==> config.mk <==
export PLATFORM = sky130hd
export DESIGN_NAME = bcd_counter_scan_ctrl
export DESIGN_NICKNAME = d
export VERILOG_FILES = /design/src/rtl/bcd_disp_pkg.sv /design/src/rtl/bcd_seg_decoder.sv /design/src/rtl/bcd_counter_scan_ctrl.sv
export SDC_FILE = /design/constraint.sdc
export NUM_CORES = 1
export LEC_CHECK = 0
export CAP_MARGIN = 20
export CORE_MARGIN = 2
export CORE_UTILIZATION = 40
export DETAILED_ROUTE_END_ITERATION = 10
export GPL_TIMING_DRIVEN = 0
export SYNTH_ARGS = -nofsm -noshare
export SYNTH_HDL_FRONTEND = slang
export SYNTH_HIERARCHICAL = 1
export SYNTH_SLANG_ARGS = --single-unit
==> constraint.sdc <==
create_clock -name clock -period 3.2 [get_ports clock]
set_input_delay 0.64 -clock clock [delete_from_list [all_inputs] [get_ports clock]]
set_output_delay 0.64 -clock clock [all_outputs]
set_load 0.02 [all_outputs]
==> src/rtl/bcd_disp_pkg.sv <==
// Shared types and constants for the BCD counter run/stop sequencer and
// display scanner.
package bcd_disp_pkg;

  typedef enum logic [1:0] {
    STOPPED  = 2'd0,
    RUNNING  = 2'd1,
    CLEARING = 2'd2
  } state_t;

  localparam logic [6:0] SEG_BLANK = 7'h7F;
  localparam logic [6:0] SEG_DASH  = 7'h3F;

  typedef logic [1:0] digit_idx_t;

endpackage

==> src/rtl/bcd_seg_decoder.sv <==
// BCD to active-low 7-segment decoder, segment order {g,f,e,d,c,b,a}.
// Codes 10..15 are not valid BCD and render as a dash.
module bcd_seg_decoder
  import bcd_disp_pkg::*;
(
  input  logic [3:0] bcd,
  output logic [6:0] seg
);

  always_comb begin
    seg = SEG_DASH;
    case (bcd)
      4'd0:    seg = 7'h40;
      4'd1:    seg = 7'h79;
      4'd2:    seg = 7'h24;
      4'd3:    seg = 7'h30;
      4'd4:    seg = 7'h19;
      4'd5:    seg = 7'h12;
      4'd6:    seg = 7'h02;
      4'd7:    seg = 7'h78;
      4'd8:    seg = 7'h00;
      4'd9:    seg = 7'h10;
      default: seg = SEG_DASH;
    endcase
  end

endmodule

==> src/rtl/bcd_counter_scan_ctrl.sv <==
// Run/stop/clear sequencer for the 4-digit BCD counter plus a
// time-multiplexed 7-segment scanner with optional leading-zero blanking.
module bcd_counter_scan_ctrl
  import bcd_disp_pkg::*;
#(
  parameter int TICK_DIV = 50000000,
  parameter int SCAN_DIV = 50000
) (
  input  logic       clock,
  input  logic       rst,
  input  logic       start,
  input  logic       stop,
  input  logic       clear,
  input  logic       blank_lz,
  input  logic [3:0] units,
  input  logic [3:0] tens,
  input  logic [3:0] hundreds,
  input  logic [3:0] thousands,
  output logic       count_tick,
  output logic       counter_rst,
  output logic       running,
  output logic [3:0] an,
  output logic [6:0] seg
);

  localparam int TW = $clog2(TICK_DIV);
  localparam int SW = $clog2(SCAN_DIV);

  state_t        state, state_nxt;
  logic [TW-1:0] presc;
  logic [SW-1:0] scan_cnt;
  digit_idx_t    idx;
  logic          presc_wrap;
  logic          scan_wrap;
  logic [3:0]    digit_sel;
  logic          blank_sel;
  logic [6:0]    seg_dec;
  logic [3:0]    an_nxt;
  logic [6:0]    seg_nxt;

  always_ff @(posedge clock or posedge rst) begin
    if (rst) state <= STOPPED;
    else     state <= state_nxt;
  end

  // clear beats stop beats start; a start paired with stop never runs
  always_comb begin
    state_nxt = state;
    if (clear) begin
      state_nxt = CLEARING;
    end else begin
      case (state)
        STOPPED:  if (start && !stop) state_nxt = RUNNING;
        RUNNING:  if (stop) state_nxt = STOPPED;
        CLEARING: state_nxt = STOPPED;
        default:  state_nxt = STOPPED;
      endcase
    end
  end

  assign running    = (state == RUNNING);
  assign presc_wrap = (state == RUNNING) && (presc == TW'(TICK_DIV - 1));

  // Prescaler holds while stopped so a pause/resume keeps tick phase.
  // counter_rst resets high so the counter sees one clearing edge.
  always_ff @(posedge clock or posedge rst) begin
    if (rst) begin
      presc       <= '0;
      count_tick  <= 1'b0;
      counter_rst <= 1'b1;
    end else begin
      counter_rst <= (state_nxt == CLEARING);
      count_tick  <= presc_wrap && !stop && !clear;
      if (state == CLEARING)
        presc <= '0;
      else if (state == RUNNING)
        presc <= presc_wrap ? '0 : presc + TW'(1);
    end
  end

  assign scan_wrap = (scan_cnt == SW'(SCAN_DIV - 1));

  always_ff @(posedge clock or posedge rst) begin
    if (rst) begin
      scan_cnt <= '0;
      idx      <= '0;
    end else begin
      scan_cnt <= scan_wrap ? '0 : scan_cnt + SW'(1);
      if (scan_wrap) idx <= idx + 2'd1;
    end
  end

  // A digit is a leading zero when it and every higher digit are zero
  always_comb begin
    digit_sel = units;
    blank_sel = 1'b0;
    case (idx)
      2'd0: digit_sel = units;
      2'd1: begin
        digit_sel = tens;
        blank_sel = blank_lz && (thousands == 4'd0) && (hundreds == 4'd0) && (tens == 4'd0);
      end
      2'd2: begin
        digit_sel = hundreds;
        blank_sel = blank_lz && (thousands == 4'd0) && (hundreds == 4'd0);
      end
      2'd3: begin
        digit_sel = thousands;
        blank_sel = blank_lz && (thousands == 4'd0);
      end
      default: digit_sel = units;
    endcase
    an_nxt  = ~(4'b0001 << idx);
    seg_nxt = seg_dec;
    if (blank_sel) begin
      an_nxt  = 4'b1111;
      seg_nxt = SEG_BLANK;
    end
  end

  bcd_seg_decoder u_dec (
    .bcd (digit_sel),
    .seg (seg_dec)
  );

  always_ff @(posedge clock or posedge rst) begin
    if (rst) begin
      an  <= 4'b1111;
      seg <= SEG_BLANK;
    end else begin
      an  <= an_nxt;
      seg <= seg_nxt;
    end
  end

endmodule

==> results of run 1 <==
-- cell type report --
| class | instances | area [µm²] | area share |
|---|---|---|---|
| Clock inverter | 4 | 47.5 | 0.0117 |
| Clock buffer | 12 | 165 | 0.0407 |
| Timing Repair Buffer | 36 | 370 | 0.0912 |
| Buffer | 12 | 87.6 | 0.0216 |
| Inverter | 20 | 75.1 | 0.0185 |
| Multi-Input combinational cell | 253 | 1690 | 0.417 |
| Sequential cell | 59 | 1490 | 0.367 |
| Tap cell | 105 | 131 | 0.0324 |
-- worst max path at each step --
stage                    end  cells past startpoint  slack, ns
floorplan             seg[3]                      9       0.93
global placement    presc[2]                      2      -0.06
detailed placement    seg[3]                      8       0.46
CTS                   seg[3]                      9       0.62
global route          seg[3]                      9       0.38
finish                seg[3]                      9       0.62
-- where the power goes --
part           total (µW)  internal, µW  switching, µW  leakage, µW
sequential            780           769           10.7     0.000763
clock                 723           421            303     0.000108
combinational         203          93.5            110     0.000928
-- sequential cells by signal, summed over array words and instances (netlist names) --
name	count
state	2
scan_cnt	16
idx	2
presc	26
seg	7
an	4
count_tick	1
counter_rst	1
-- routing by layer --
metal  GRT usage  up-vias  routed length [µm]
li1            -     1335                   -
met1       0.220     1319                3260
met2       0.286       89                3570
met3      0.0609       15                 493
met4      0.0560        0                 104
met5           0        -                   0
-- worst register-to-register path, stage by stage (launching register included) --
cell and delay (ns):
dfrtp_1 0.40, inv_1 0.14, ha_1 0.16, clkbuf_1 0.29, mux2i_1 0.54, inv_1 0.17, ha_1 0.33, and3b_1 0.15
a21oi_1 0.04, or2_2 0.29
-- logic make-up after synthesis --
kind of cell	synth area share
AND/OR/NAND/NOR	0.247
AO/OA/AOI/OAI	0.137
flip-flops	0.446
buffers and inverters	0.0486
XOR/XNOR	0.0419
adder cells (fa/ha/maj)	0.0561
multiplexers	0.0243
-- through the flow --
step | TNS [ns] | util | instances
finish | 0 | 0.497 | 501
global route | 0 | 0.497 | 501
CTS | 0 | 0.497 | 501
detailed placement | 0 | 0.471 | 485
global placement | -2.51 | 0.468 | 484
floorplan | 0 | - | 344
-- cell usage in the layout (no fill, tap or decap), types with 3 or more instances in the layout --
master           synthesis  final
or2_2                    7      7
a21oi_1                 15     15
xor2_1                  10     10
nand4_1                  7      7
a222oi_1                 4      4
nand2b_1                 3      3
nor3b_1                  5      5
mux2i_1                  7      7
ha_1                    15     15
nand3_1                 20     20
clkbuf_1                 5      5
dfrtp_1                 47     47
nor3_1                   9      9
a21o_1                   7      7
inv_1                   20     19
nand2_1                 26     26
nor4_1                  11     11
nor2b_1                  7      7
nand3b_1                 3      3
dfstp_2                 12     12
and4_1                   3      3
nor2_1                  21     21
clkdlybuf4s50_1          0     35
o21ai_0                 13     13
a31oi_1                 13     13
clkbuf_8                 1     13
and3_1                   6      6
xnor2_1                  6      6
==> impl_results.md, run 1 <==
* Status: finished clean
* Worst Setup End Kind: register
* Clock-pin slew on the worst setup and hold paths at 0.07 ns
* Die height at 95.5 µm
* Clock sink count at 59
* Endpoints failing hold at 0
* Min Tclk post-route at 2.58 ns
* Peak Freq at 388 MHz
* Port bufs at 35
* Via/cell ratio at 5.50
* Crit path DAT at 2.84 ns
* CP Data Required Time at 3.46 ns
* Syn Std Cell Area at 3350 µm²
* Die width at 95.5 µm
* Final Slew Violations at 0
* Most frequent cell after synthesis: dfrtp_1
* CTS tree: yes
* Synth Flop Type: dfrtp_1
* RR Endpoint: seg[3]
* Pwr Total at 1710 µW
* Syn Nets at 381
* Top cells by count, synth: dfrtp_1, nand2_1, nor2_1, inv_1, nand3_1
* HP Class: reg -> reg
* CTS Root Cell: clkbuf_8
* Setup bufs post-CTS at 0
* R2R Setup Slk at 0.62 ns
* Hold depth at 1
* DR iter-0 viols at 177
* Distinct cells, synth at 59
* Reg2reg start: idx[0]
* Initial antenna violation count at 0
* # diodes at 0
* DIE AREA at 9110 µm²
* Power per cell area at 420 nW/µm²
* Static leakage at 0.00180 µW
* Instance area at placement at 3850 µm²
* Setup ws final at 0.620 ns
* Final worst path period share at 0.806
* CP startpoint kind: register
* Num ports at 36
* Residual DRC at 0
* WL final at 7430 µm
* Post-route cell area at 4060 µm²
* Placeable core region at 8180 µm²
* Clk_lat worst skew at 0.34 ns
* Fillcell total at 763
* Top-area cell type share of the netlist area at 0.352
* Depth of the worst register-to-register path at 9
* Worst Tran Pin Value at 0.530 ns
* Resized Gates After CTS at 0
* Max-Cap Viols at 0
* Average routed wire per standard cell at 14.8 µm
* Pre-antenna DRT Iters at 5
* Hold buffers post-CTS at 0
* Final Setup Violations at 0
* Area leader, netlist: dfrtp_1
* Largest net degree at the start of global routing at 40
* CTS H-tree depth at 3
* Post-synth EDFFs at 0
* Fraction of layout cells with a size suffix above 1 at 0.134
* Dpl hpwl at 5170 µm
* Placer Congestion at 0.821
* Final Skew at 0.0128 ns
* Top post-synthesis cells by area: dfrtp_1, dfstp_2, ha_1
* Total CTS buffers at 9
* FF+latch count, synth at 59
* Headroom to the max-slew limit at 0.637
* Post-layout net count at 428
* Max Fanout on Critical Path at 7
* CP max stage delay at 0.53 ns
* Setup CP Type: reg -> reg
* Routed via count at 2758
* Grt total ovfl at 0
* Sequential share of the synthesized area at 0.446
* Syn Area/Cell at 9.73 µm²
* Hold endpoint: scan_cnt[0]
* Floorplan row count at 33
* CP delay by family, top: buffers and inverters
* Clock buffer depth at 2
* Unrepaired setup endpoints after global routing: false
* Max stage delay cell, worst path: mux2i_1
* DRT antenna net count at 0
* Total GRT Usage at 0.176
* Post-Syn Instances at 344
* Crit path from: idx[0]
* Initial Util at 0.409
* Min Hold Slack at 0.487 ns
* First-pass GRT wire length at 12300 µm
* Async S/R FF share, synth at 1.00
* CP Cell Sequence: inv_1 > ha_1 > clkbuf_1 > mux2i_1 > inv_1 > ha_1 > and3b_1 > a21oi_1 > or2_2
* VDD IR max at 0.210 mV
* Vias in the first global route at 2613
* Area grow syn2layout at 21.4%
* Warnings, synthesis at 6
* Hold Crit Start: scan_cnt[0]
* Setup WS pre-CTS at 0.458 ns
* Critical path buffer and inverter count at 3
Power figures use the tool's default switching activity.
==> run 2, diff against run 1 <==
Clock period 3.2 ns to 2.15 ns, I/O delays scaled along.
==> run 2 against run 1 <==
Compared with the run above: core utilization is 3.4 points higher; sequential share of layout area is 2.3 points lower; sequential cell count unchanged; register-to-register slack got worse by 0.62 ns; first-iteration DRC count shrank 8.5%; global-route usage grew 0.28 points; cell count grew 1.8%; sequential power is 49% higher; design area is 6.9% higher; count of clock-buffer cells in the layout is 2 lower; clock skew hardly changed; critical path type unchanged; critical endpoint is now seg[5]; largest cell class unchanged; largest power group unchanged.
==> impl_results.md, run 2 (same netlist as run 1, synthesis figures left out) <==
* Status: finished clean (unchanged)
* Final Skew at 0.0130 ns (was 0.0128 ns)
* Peak Freq at 466 MHz (was 388 MHz)
* Average routed wire per standard cell at 15.4 µm (was 14.8 µm)
* Largest net degree at the start of global routing at 41 (was 40)
* DRT antenna net count at 0 (unchanged)
* Clk_lat worst skew at 0.34 ns (about the same)
* CP startpoint kind: register (unchanged)
* R2R Setup Slk at 0.002 ns (was 0.62 ns)
* Initial antenna violation count at 0 (unchanged)
* Max stage delay cell, worst path: dfrtp_2 (was mux2i_1)
* End of the critical path: seg[5] (was seg[3])
* Total CTS buffers at 9 (unchanged)
* Reg2reg start: idx[0] (unchanged)
* CTS tree: yes (unchanged)
* Vias in the first global route at 2640 (was 2613)
* Finished Layout Cells at 510 (was 501)
* Num ports at 36 (unchanged)
* Depth of the worst register-to-register path at 7 (was 9)
* Top reg by flops: presc (unchanged)
* Floorplan row count at 33 (unchanged)
* Static leakage at 0.00186 µW (was 0.00180 µW)
* Max Fanout on Critical Path at 7 (unchanged)
* Placed Cells incl. Taps at 485 (unchanged)
* DIE AREA at 9110 µm² (unchanged)
* Final worst path period share at 0.999 (was 0.806)
* Area grow syn2layout at 29.7% (was 21.4%)
* Worst Setup End Kind: register (unchanged)
* CP Cell Sequence: ha_4 > a222oi_1 > mux2i_4 > ha_2 > o21ai_0 > o31ai_1 > or2_2 (was inv_1 > ha_1 > clkbuf_1 > mux2i_1 > inv_1 > ha_1 > and3b_1 > a21oi_1 > or2_2)
* Endpoints failing hold at 0 (unchanged)
* WP depth at 7 (was 9)
* Clock sink count at 59 (unchanged)
* Via/cell ratio at 5.55 (was 5.50)
* Setup CP Type: reg -> reg (unchanged)
* RR Endpoint: seg[5] (was seg[3])
* Most common cell after layout, fill and taps aside: dfrtp_1 (unchanged)
* Crit path DAT at 2.41 ns (was 2.84 ns)
* CTS H-tree depth at 3 (unchanged)
* Max-Cap Viols at 0 (unchanged)
* # diodes at 0 (unchanged)
* Residual DRC at 0 (unchanged)
* Crit path from: idx[0] (unchanged)
* HP Class: in -> async (was reg -> reg)
* Unrepaired setup endpoints after global routing: true (was false)
* Final Setup Violations at 0 (unchanged)
* Initial Util at 0.409 (unchanged)
* CP Data Required Time at 2.41 ns (was 3.46 ns)
* Port bufs at 35 (unchanged)
* CTS Root Cell: clkbuf_8 (unchanged)
* Final Slew Violations at 0 (unchanged)
* Critical path buffer and inverter count at 0 (was 3)
* VDD IR max at 0.376 mV (was 0.210 mV)
* Post-layout net count at 437 (was 428)
* Headroom to the max-slew limit at 0.666 (was 0.637)
* Power per cell area at 588 nW/µm² (was 420 nW/µm²)
* Worst Tran Pin Value at 0.501 ns (was 0.530 ns)
* DR iter-0 viols at 162 (was 177)
* Fraction of layout cells with a size suffix above 1 at 0.232 (was 0.134)
* Clock buffer depth at 2 (unchanged)
* CP max stage delay at 0.47 ns (was 0.53 ns)
* Hold buffers post-CTS at 0 (unchanged)
* Biggest regs: presc x26, scan_cnt x16, seg x7 (unchanged)
* First-pass GRT wire length at 12600 µm (was 12300 µm)
* Fillcell total at 748 (was 763)
* Die height at 95.5 µm (unchanged)
* Total GRT Usage at 0.179 (was 0.176)
* Pre-antenna DRT Iters at 5 (unchanged)
* Clock-pin slew on the worst setup and hold paths at 0.07 ns (about the same)
* Placeable core region at 8180 µm² (unchanged)
* Dpl hpwl at 5230 µm (was 5170 µm)
* Max FFs per register at 26 (unchanged)
* Grt total ovfl at 0 (unchanged)
* Most frequent cells in the layout: dfrtp_1, clkdlybuf4s50_1, nand2_1 (unchanged)
* WL final at 7850 µm (was 7430 µm)
* Die width at 95.5 µm (unchanged)
* Final Util at 0.531 (was 0.497)
* Min Tclk post-route at 2.15 ns (was 2.58 ns)
* Placer Congestion at 0.817 (was 0.821)
* CP delay by family, top: compound AO/OA/AOI/OAI gates (was buffers and inverters)
* Routed via count at 2831 (was 2758)
## run 2: repair_timing
action / in CTS / in global routing
gates resized for setup: 24 / 32
gates cloned: 0 / 1
endpoints found under the setup margin: 27 / 27
pin swaps: 5 / 10
setup buffers: 3 / 5
## run 2: per-layer routing
| layer | GRT usage | vias up | part of all wire |
|---|---|---|---|
| li1 | - | 1351 | - |
| met2 | 0.282 | 101 | 0.48 |
| met5 | 0 | - | 0 |
| met1 | 0.236 | 1373 | 0.44 |
| met4 | 0.0655 | 0 | 0.0087 |
| met3 | 0.0482 | 6 | 0.063 |
## run 2: report_power, final
part           switching (µW)  internal, µW  total, µW
combinational             184           176        360
sequential               17.3          1140       1160
clock                     464           566       1030
## run 2: area by class of cell
cell class / count / area, µm² / share of cell area
Buffer: 12 / 118 / 0.0271
Timing Repair Buffer: 45 / 440 / 0.101
Sequential cell: 59 / 1500 / 0.345
Clock buffer: 10 / 138 / 0.0317
Multi-Input combinational cell: 253 / 1870 / 0.431
Clock inverter: 6 / 65.1 / 0.0150
Inverter: 20 / 80.1 / 0.0184
Tap cell: 105 / 131 / 0.0303
## run 2: worst min-delay path by stage
stage | start | end | slack, ns | cells after the start
after global routing | rst | scan_cnt[7] | 0.46 | 2
after detailed placement | scan_cnt[0] | scan_cnt[0] | 0.48 | 1
after global placement | scan_cnt[0] | scan_cnt[0] | 0.48 | 1
final | rst | scan_cnt[0] | 0.42 | 2
after CTS | rst | scan_cnt[0] | 0.42 | 2
after floorplan | scan_cnt[0] | scan_cnt[0] | 0.45 | 1
## run 2: through the flow
step | power [µW] | TNS (ns) | hold slack, ns | instance area, µm² | worst slack [ns]
after floorplan | 1360 | 0 | 0.455 | 3350 | 0.0449
after global placement | 1480 | -51.33 | 0.476 | 3830 | -0.913
final | 2550 | 0 | 0.417 | 4340 | 0.00238
after CTS | 2550 | 0 | 0.422 | 4160 | 0.000505
after detailed placement | 1490 | -4.34 | 0.480 | 3850 | -0.375
after global routing | 2680 | -0.423 | 0.460 | 4340 | -0.103
==> run 3, diff against run 2 <==
Settings changed: CTS_BUF_LIST from default to sky130_fd_sc_hd__clkbuf_4 sky130_fd_sc_hd__clkbuf_8, MAX_ROUTING_LAYER from default to met4, SLEW_MARGIN from default to 25.
==> run 3 against run 2 <==
Compared with the run above: global-route usage grew 0.62 points; clock skew grew 0.0017 ns; worst hold slack gained 0.073 ns; sequential share of layout area decreased by 1.4 points; via count increased by 1.9%; routed wire length up 4.4%; cell count increased by 2.9%; design area is 4.2% higher; clock power is essentially flat; register-to-register slack barely moved; core utilization increased by 2.2 points; critical endpoint is now seg[4]; largest cell class unchanged.
==> impl_results.md, run 3 (same netlist as run 1, synthesis figures left out) <==
* Most frequent cells in the layout: dfrtp_1, clkdlybuf4s50_1, nand2_1 (unchanged)
* Comb pwr share at 0.159 (was 0.141)
* Clk_lat worst skew at 0.33 ns (was 0.34 ns)
* Endpoints failing hold at 0 (unchanged)
* Internal power at 1920 µW (was 1890 µW)
* Setup TNS at 0 ns (unchanged)
* Reg power frac at 0.445 (was 0.455)
* Switch share at 0.262 (was 0.261)
* Instance area at placement at 3860 µm² (was 3850 µm²)
* Clock buffer depth at 2 (unchanged)
* Worst Setup End Kind: register (unchanged)
* Max Fanout on Critical Path at 6 (was 7)
* # diodes at 0 (unchanged)
* VDD IR max at 0.362 mV (was 0.376 mV)
* Via/cell ratio at 5.50 (was 5.55)
* Total CTS buffers at 9 (unchanged)
* Peak Freq at 467 MHz (was 466 MHz)
* Setup WS pre-CTS at -0.365 ns (was -0.375 ns)
* Final Slew Violations at 0 (unchanged)
* First-pass GRT wire length at 12700 µm (was 12600 µm)
* Clock sink count at 59 (unchanged)
* Post-layout net count at 452 (was 437)
* Fillcell total at 722 (was 748)
* Min Tclk post-route at 2.14 ns (was 2.15 ns)
* Hold depth at 1
* CTS Root Cell: clkbuf_8 (unchanged)
* Setup CP Type: reg -> reg (unchanged)
* Fraction of layout cells with a size suffix above 1 at 0.274 (was 0.232)
* Headroom to the max-slew limit at 0.669 (was 0.666)
* CP startpoint kind: register (unchanged)
* Hold Crit Start: scan_cnt[0]
* Die width at 95.5 µm (unchanged)
* Area grow syn2layout at 35.2% (was 29.7%)
* Pre-antenna DRT Iters at 5 (unchanged)
* Die height at 95.5 µm (unchanged)
* Power per cell area at 577 nW/µm² (was 588 nW/µm²)
* CTS tree: yes (unchanged)
* Clock power frac at 0.396 (was 0.404)
* CP Data Required Time at 2.41 ns (about the same)
* Largest net degree at the start of global routing at 53 (was 41)
* Status: finished clean (unchanged)
* CTS H-tree depth at 3 (unchanged)
* Total GRT Usage at 0.185 (was 0.179)
* Post-route cell area at 4520 µm² (was 4340 µm²)
* Reg2reg start: idx[0] (unchanged)
* Final Skew at 0.0147 ns (was 0.0130 ns)
* Grt total ovfl at 0 (unchanged)
* Worst Tran Pin Value at 0.496 ns (was 0.501 ns)
* Final worst path period share at 0.996 (was 0.999)
* Average routed wire per standard cell at 15.6 µm (was 15.4 µm)
* HP Class: reg -> reg (was in -> async)
* Most common cell after layout, fill and taps aside: dfrtp_1 (unchanged)
* Switch Pwr at 685 µW (was 666 µW)
* Vias in the first global route at 2661 (was 2640)
* DR iter-0 viols at 229 (was 162)
* Setup ws final at 0.00779 ns (was 0.00238 ns)
* Max-Cap Viols at 0 (unchanged)
* DIE AREA at 9110 µm² (unchanged)
* Depth of the worst register-to-register path at 8 (was 7)
* Port bufs at 35 (unchanged)
* Dpl hpwl at 5140 µm (was 5230 µm)
* Crit path DAT at 2.40 ns (was 2.41 ns)
* Initial Util at 0.409 (unchanged)
* Placeable core region at 8180 µm² (unchanged)
* Clock-pin slew on the worst setup and hold paths at 0.07 ns (about the same)
* Static leakage at 0.00194 µW (was 0.00186 µW)
* Residual DRC at 0 (unchanged)
* Final Setup Violations at 0 (unchanged)
* WL final at 8190 µm (was 7850 µm)
* Initial antenna violation count at 0 (unchanged)
* Top reg by flops: presc (unchanged)
* Hold buffers post-CTS at 0 (unchanged)
* Routed via count at 2885 (was 2831)
* Num ports at 36 (unchanged)
* Crit path from: idx[0] (unchanged)
* Placer Congestion at 0.829 (was 0.817)
* Biggest regs: presc x26, scan_cnt x16, seg x7 (unchanged)
* Floorplan row count at 33 (unchanged)
* Max FFs per register at 26 (unchanged)
* Unrepaired setup endpoints after global routing: true (unchanged)
* DRT antenna net count at 0 (unchanged)
[run 3: changes by cell type in the layout (fill, tap and decap cells not counted), sizes merged]
cell / before / now
buf: 17 / 30
clkdlybuf4s50: 34 / 35
clkbuf: 15 / 16
a21oi: 16 / 17
dlymetal6s2s: 1 / 0
[run 3: stage by stage]
stage          instances  hold slack, ns  power [µW]   util
3_3_place_gp         484           0.476        1480  0.469
5_1_grt              525           0.533        2740  0.553
6_report             525           0.490        2610  0.553
2_1_floorplan        344           0.455        1360      -
4_1_cts              503           0.491        2540  0.505
3_5_place_dp         485           0.480        1490  0.472
[run 3: cell type report]
type                    count  area [µm²]  area share
plain buffers              12         119      0.0263
inverters                  20        82.6      0.0183
well taps                 105         131      0.0291
multi-input cells         254        1900       0.419
repair buffers             59         593       0.131
clock buffers              10         138      0.0304
flip-flops and latches     59        1500       0.331
clock inverters             6        65.1      0.0144
[run 3: worst paths after layout]
kind	to	slack, ns
min in group asynchronous	seg[1]	0.54
setup reg to reg	seg[4]	0.008
setup / recovery	seg[4]	0.008
hold / removal	scan_cnt[0]	0.49
hold reg to reg	scan_cnt[0]	0.49
max in group asynchronous	an[2]	1.28
[run 3: timing repair]
item	CTS	global route
cloned	0	5
endpoints found under the setup margin	27	25
hold endpoints to repair	0	0
resized for setup	12	57
pin swaps	2	22
setup buffers	2	17
[run 3: power groups by stage]
stage / Sequential, µW / Combinational, µW / Clock (µW)
2_1_floorplan: 1200 / 165 / 0
3_3_place_gp: 1180 / 303 / 0
3_5_place_dp: 1180 / 310 / 0
4_1_cts: 1160 / 322 / 1060
5_1_grt: 1170 / 449 / 1120
6_report: 1160 / 415 / 1030
[run 3: critical path, cell delays in order, from the launching register on]
cell	delay, ns
dfrtp_2	0.47
ha_4	0.20
a222oi_1	0.47
mux2i_4	0.16
inv_2	0.13
ha_2	0.18
and3b_1	0.15
a31oi_1	0.03
or2_2	0.29
[run 3: metal layers]
metal / wire (µm) / share of wire / vias to the layer above / track usage
met5: 0 / 0 / - / -
met4: 82 / 0.010 / 0 / 0.0571
met3: 579 / 0.071 / 8 / 0.0458
met2: 4000 / 0.49 / 106 / 0.286
met1: 3530 / 0.43 / 1387 / 0.240
li1: - / - / 1384 / -
==> RTL edit 1, RTL diff (config.mk and constraints of run 2) <==
Change the parameter `SCAN_DIV` from 50000 to 100000.
--- a/src/rtl/bcd_counter_scan_ctrl.sv
+++ b/src/rtl/bcd_counter_scan_ctrl.sv
@@ -6,3 +6,3 @@
   parameter int TICK_DIV = 50000000,
-  parameter int SCAN_DIV = 50000
+  parameter int SCAN_DIV = 100000
 ) (
Function: same outputs for any inputs over 10 cycles, from zero or initial values and one cycle with rst high; that may be too few to reach the edited logic, so the function may still have changed.
==> RTL edit 1 against run 2 <==
- worst setup slack got worse by 100 ps
- final area up 2.8%
- power up 7.3%
- the flow now finishes with violations (setup timing)
- largest cell class unchanged
- routed wire length shrank 4.9%
- via count is 0.81% lower
- synthesized area fell by 0.49%
- clock skew rose by 3.6 ps
- sequential cell count is 1 higher
==> RTL edit 1: results (changes against run 2) <==
| Metric | Value |
|---|---|
| DP Area | `0.00384 mm² (-0.42%)` |
| Register area | `0.00152 mm² (+1.6%)` |
| Met1 usage | `22.8% (-0.78 points)` |
| Worst setup startpoint | `scan_cnt[12]$_DFF_PP0_` |
| Largest registers | `presc: 26 flops, scan_cnt: 17 flops, seg: 7 flops` |
| Met2 WL | `3.51 mm (-7.6%)` |
| Synthesized instance count | `347 (+0.87%)` |
| Vias per cell | `5.38 (-3.1%)` |
| Routability cong. | `0.805 (-1.5%)` |
| Slowest cell on crit path | `or4b_4` |
| Iteration-0 DRC Markers | `155 (-4.3%)` |
| Global-route wire length before repair | `12.4 mm (-1.5%)` |
| Post-CTS Resized | `23 (-4.2%)` |
| Top post-synthesis cells by count | `dfrtp_1, nand2_1, inv_1` |
| Status | `finished with violations` |
| Failing checks | `setup timing` |
| CP arrival | `2470 ps (+60 ps)` |
| CP endpoint | `idx[1]$_DFFE_PP0N_` |
| Maximum fanout along the worst path | `4 (-3)` |
| Met3 WL post-DR | `298 µm (-40%)` |
| DP Worst Slack | `-543 ps (-168 ps)` |
| Via count | `2808 (-0.81%)` |
| Hold Path Class | `reg2reg` |
| Flop pwr share | `43.0% (-2.5 points)` |
| Fillers | `721 (-3.6%)` |
| Synth area leaders | `dfrtp_1, dfstp_2, ha_1, a31oi_1, nand2_1` |
| Skew final | `16.7 ps (+3.64 ps)` |
| DP Wirelength | `5.00 mm (-4.3%)` |
| Met3 Track Usage GR | `3.24% (-1.6 points)` |
| Vias in the first global route | `2645 (+0.19%)` |
| Count of cell types in the netlist | `51 (-14%)` |
| Hold Slack | `487 ps (+70.2 ps)` |
| Fin worst setup slack | `-102 ps (-104 ps)` |
| Postcts setup bufs | `5 (+2)` |
| Setup violators final | `5 (+5)` |
| Tot GR Track Use | `17.4% (-0.48 points)` |
| Layout cell share with drive strength beyond 1 | `23.5% (+0.29 points)` |
| Sequential area share after synthesis | `45.5% (+0.97 points)` |
| Nets | `449 (+2.7%)` |
| GR met2 Demand/Resource | `28.1% (-0.18 points)` |
| Max VDD drop | `0.321 mV (-15%)` |
[RTL edit 1: changes by cell type after synthesis, moves of 3 or more]
cell	before	now
a31oi_1	13	19
and4_1	3	7
clkbuf_1	5	11
nand2b_1	3	7
nand3_1	20	16
nor3_1	9	6
or3_1	0	3
xnor2_1	6	10
xor2_1	10	6
[RTL edit 1: layout make-up]
cell class	instances	area share, %
Buffer	13	2.05
Clock buffer	13	3.79
Clock inverter	3	1.51
Inverter	22	1.96
Multi-Input combinational cell	251	41.9
Sequential cell	60	34.1
Tap cell	105	2.95
Timing Repair Buffer	55	11.8
[RTL edit 1: kinds of logic (layout without fill, tap and decap cells)]
family,Yosys count,count (layout),share of synthesized area (%)
buffers and inverters,36,106,4.55
XOR/XNOR,16,16,4.21
AND/OR/NAND/NOR,139,139,23.6
flip-flops,60,60,45.5
adder cells (fa/ha/maj),15,15,5.64
multiplexers,8,8,2.44
AO/OA/AOI/OAI,73,73,14.1
==> RTL edit 2, RTL diff (flow settings as in run 2) <==
Without the edit above. The 3 states of `state_t` get a one-hot encoding in 3 bits.
--- a/src/rtl/bcd_disp_pkg.sv
+++ b/src/rtl/bcd_disp_pkg.sv
@@ -4,6 +4,6 @@
 
-  typedef enum logic [1:0] {
-    STOPPED  = 2'd0,
-    RUNNING  = 2'd1,
-    CLEARING = 2'd2
+  typedef enum logic [2:0] {
+    STOPPED  = 3'b001,
+    RUNNING  = 3'b010,
+    CLEARING = 3'b100
   } state_t;
Behaviour: no difference found for any inputs over 10 cycles, from zero or initial values and one cycle with rst high; not proved beyond that.
==> RTL edit 2 against run 2 <==
- the flow now finishes with violations (setup timing)
- final area is 3.2% lower
- die area is 0.93% lower
- combinational power is 41% lower
- sequential cell count is 1 higher
- largest cell class unchanged
- power is 2.6% lower
- worst setup slack worse by 120 ps
- routed wire length is 7.5% lower
- synthesized cell count is 1.2% lower
- worst hold slack better by 67 ps
- first-iteration DRC count is 3.7% higher
- synthesized area is 0.97% lower
==> RTL edit 2: results (changes against run 2) <==
| Metric | Value |
|---|---|
| Status | `finished with violations` |
| Failing checks | `setup timing` |
| Number of non-clock inverters | `22 (+10%)` |
| Fillers | `740 (-1.1%)` |
| Clkbuf count | `11 (+1)` |
| Setup TNS | `-394 ps (-394 ps)` |
| Vias per cell | `5.39 (-2.9%)` |
| Hold Slack | `483 ps (+66.6 ps)` |
| # placed instances | `481 (-0.82%)` |
| Data buffer area share | `12.3% (-0.58 points)` |
| Post-synthesis adder-cell area fraction | `4.53% (-1.1 points)` |
| Clock network fraction of design power | `44.8% (+4.4 points)` |
| Fin worst setup slack | `-117 ps (-119 ps)` |
| DP Worst Slack | `-320 ps (+54.8 ps)` |
| Synthesized instance count | `340 (-1.2%)` |
| DR pass1 iterations | `4 (-1)` |
| Register area | `0.00152 mm² (+1.4%)` |
| GR met2 Demand/Resource | `29.3% (+1.0 points)` |
| WL final | `7.26 mm (-7.5%)` |
| Routability cong. | `0.785 (-4.0%)` |
| Sw frac | `22.1% (-4.0 points)` |
| Setup violators final | `7 (+7)` |
| Mux share of post-synthesis cell area | `2.11% (-0.32 points)` |
| Post-Synth XOR/XNOR Area | `4.23% (+0.041 points)` |
| Reg-to-reg startpoint | `idx[1]$_DFFE_PP0N_` |
| Tot GR Track Use | `17.8% (-0.055 points)` |
| Period minus WS final | `2270 ps (+119 ps)` |
| Iteration-0 DRC Markers | `168 (+3.7%)` |
| Global-route wire length before repair | `12.6 mm (-0.27%)` |
| Sequential area share after synthesis | `45.8% (+1.2 points)` |
| Multi-input gate share of total cell area | `41.3% (-1.8 points)` |
[RTL edit 2: cell count changes after synthesis, moves of 5 or more]
cell / run 2 / this run
nor4_1: 11 / 6
o21bai_1: 1 / 9
nor3_1: 9 / 14
a21oi_1: 15 / 21
a21o_1: 7 / 2
[RTL edit 2: worst max-delay path by stage]
stage | end | slack (ps) | cells past startpoint
after floorplan | seg[3]$_DFF_PP1_ | 40 | 9
after global placement | state[2]$_DFF_PP0_ | -900 | 2
after detailed placement | seg[1]$_DFF_PP1_ | -320 | 8
after CTS | seg[2]$_DFF_PP1_ | -80 | 8
after global routing | seg[3]$_DFF_PP1_ | -210 | 9
final | seg[3]$_DFF_PP1_ | -120 | 9
[RTL edit 2: per-layer routing]
| metal | up-vias | wire [µm] |
|---|---|---|
| li1 | 1332 | - |
| met1 | 1322 | 3400 |
| met2 | 53 | 3490 |
| met3 | 10 | 284 |
| met4 | 0 | 72 |
| met5 | - | 0 |
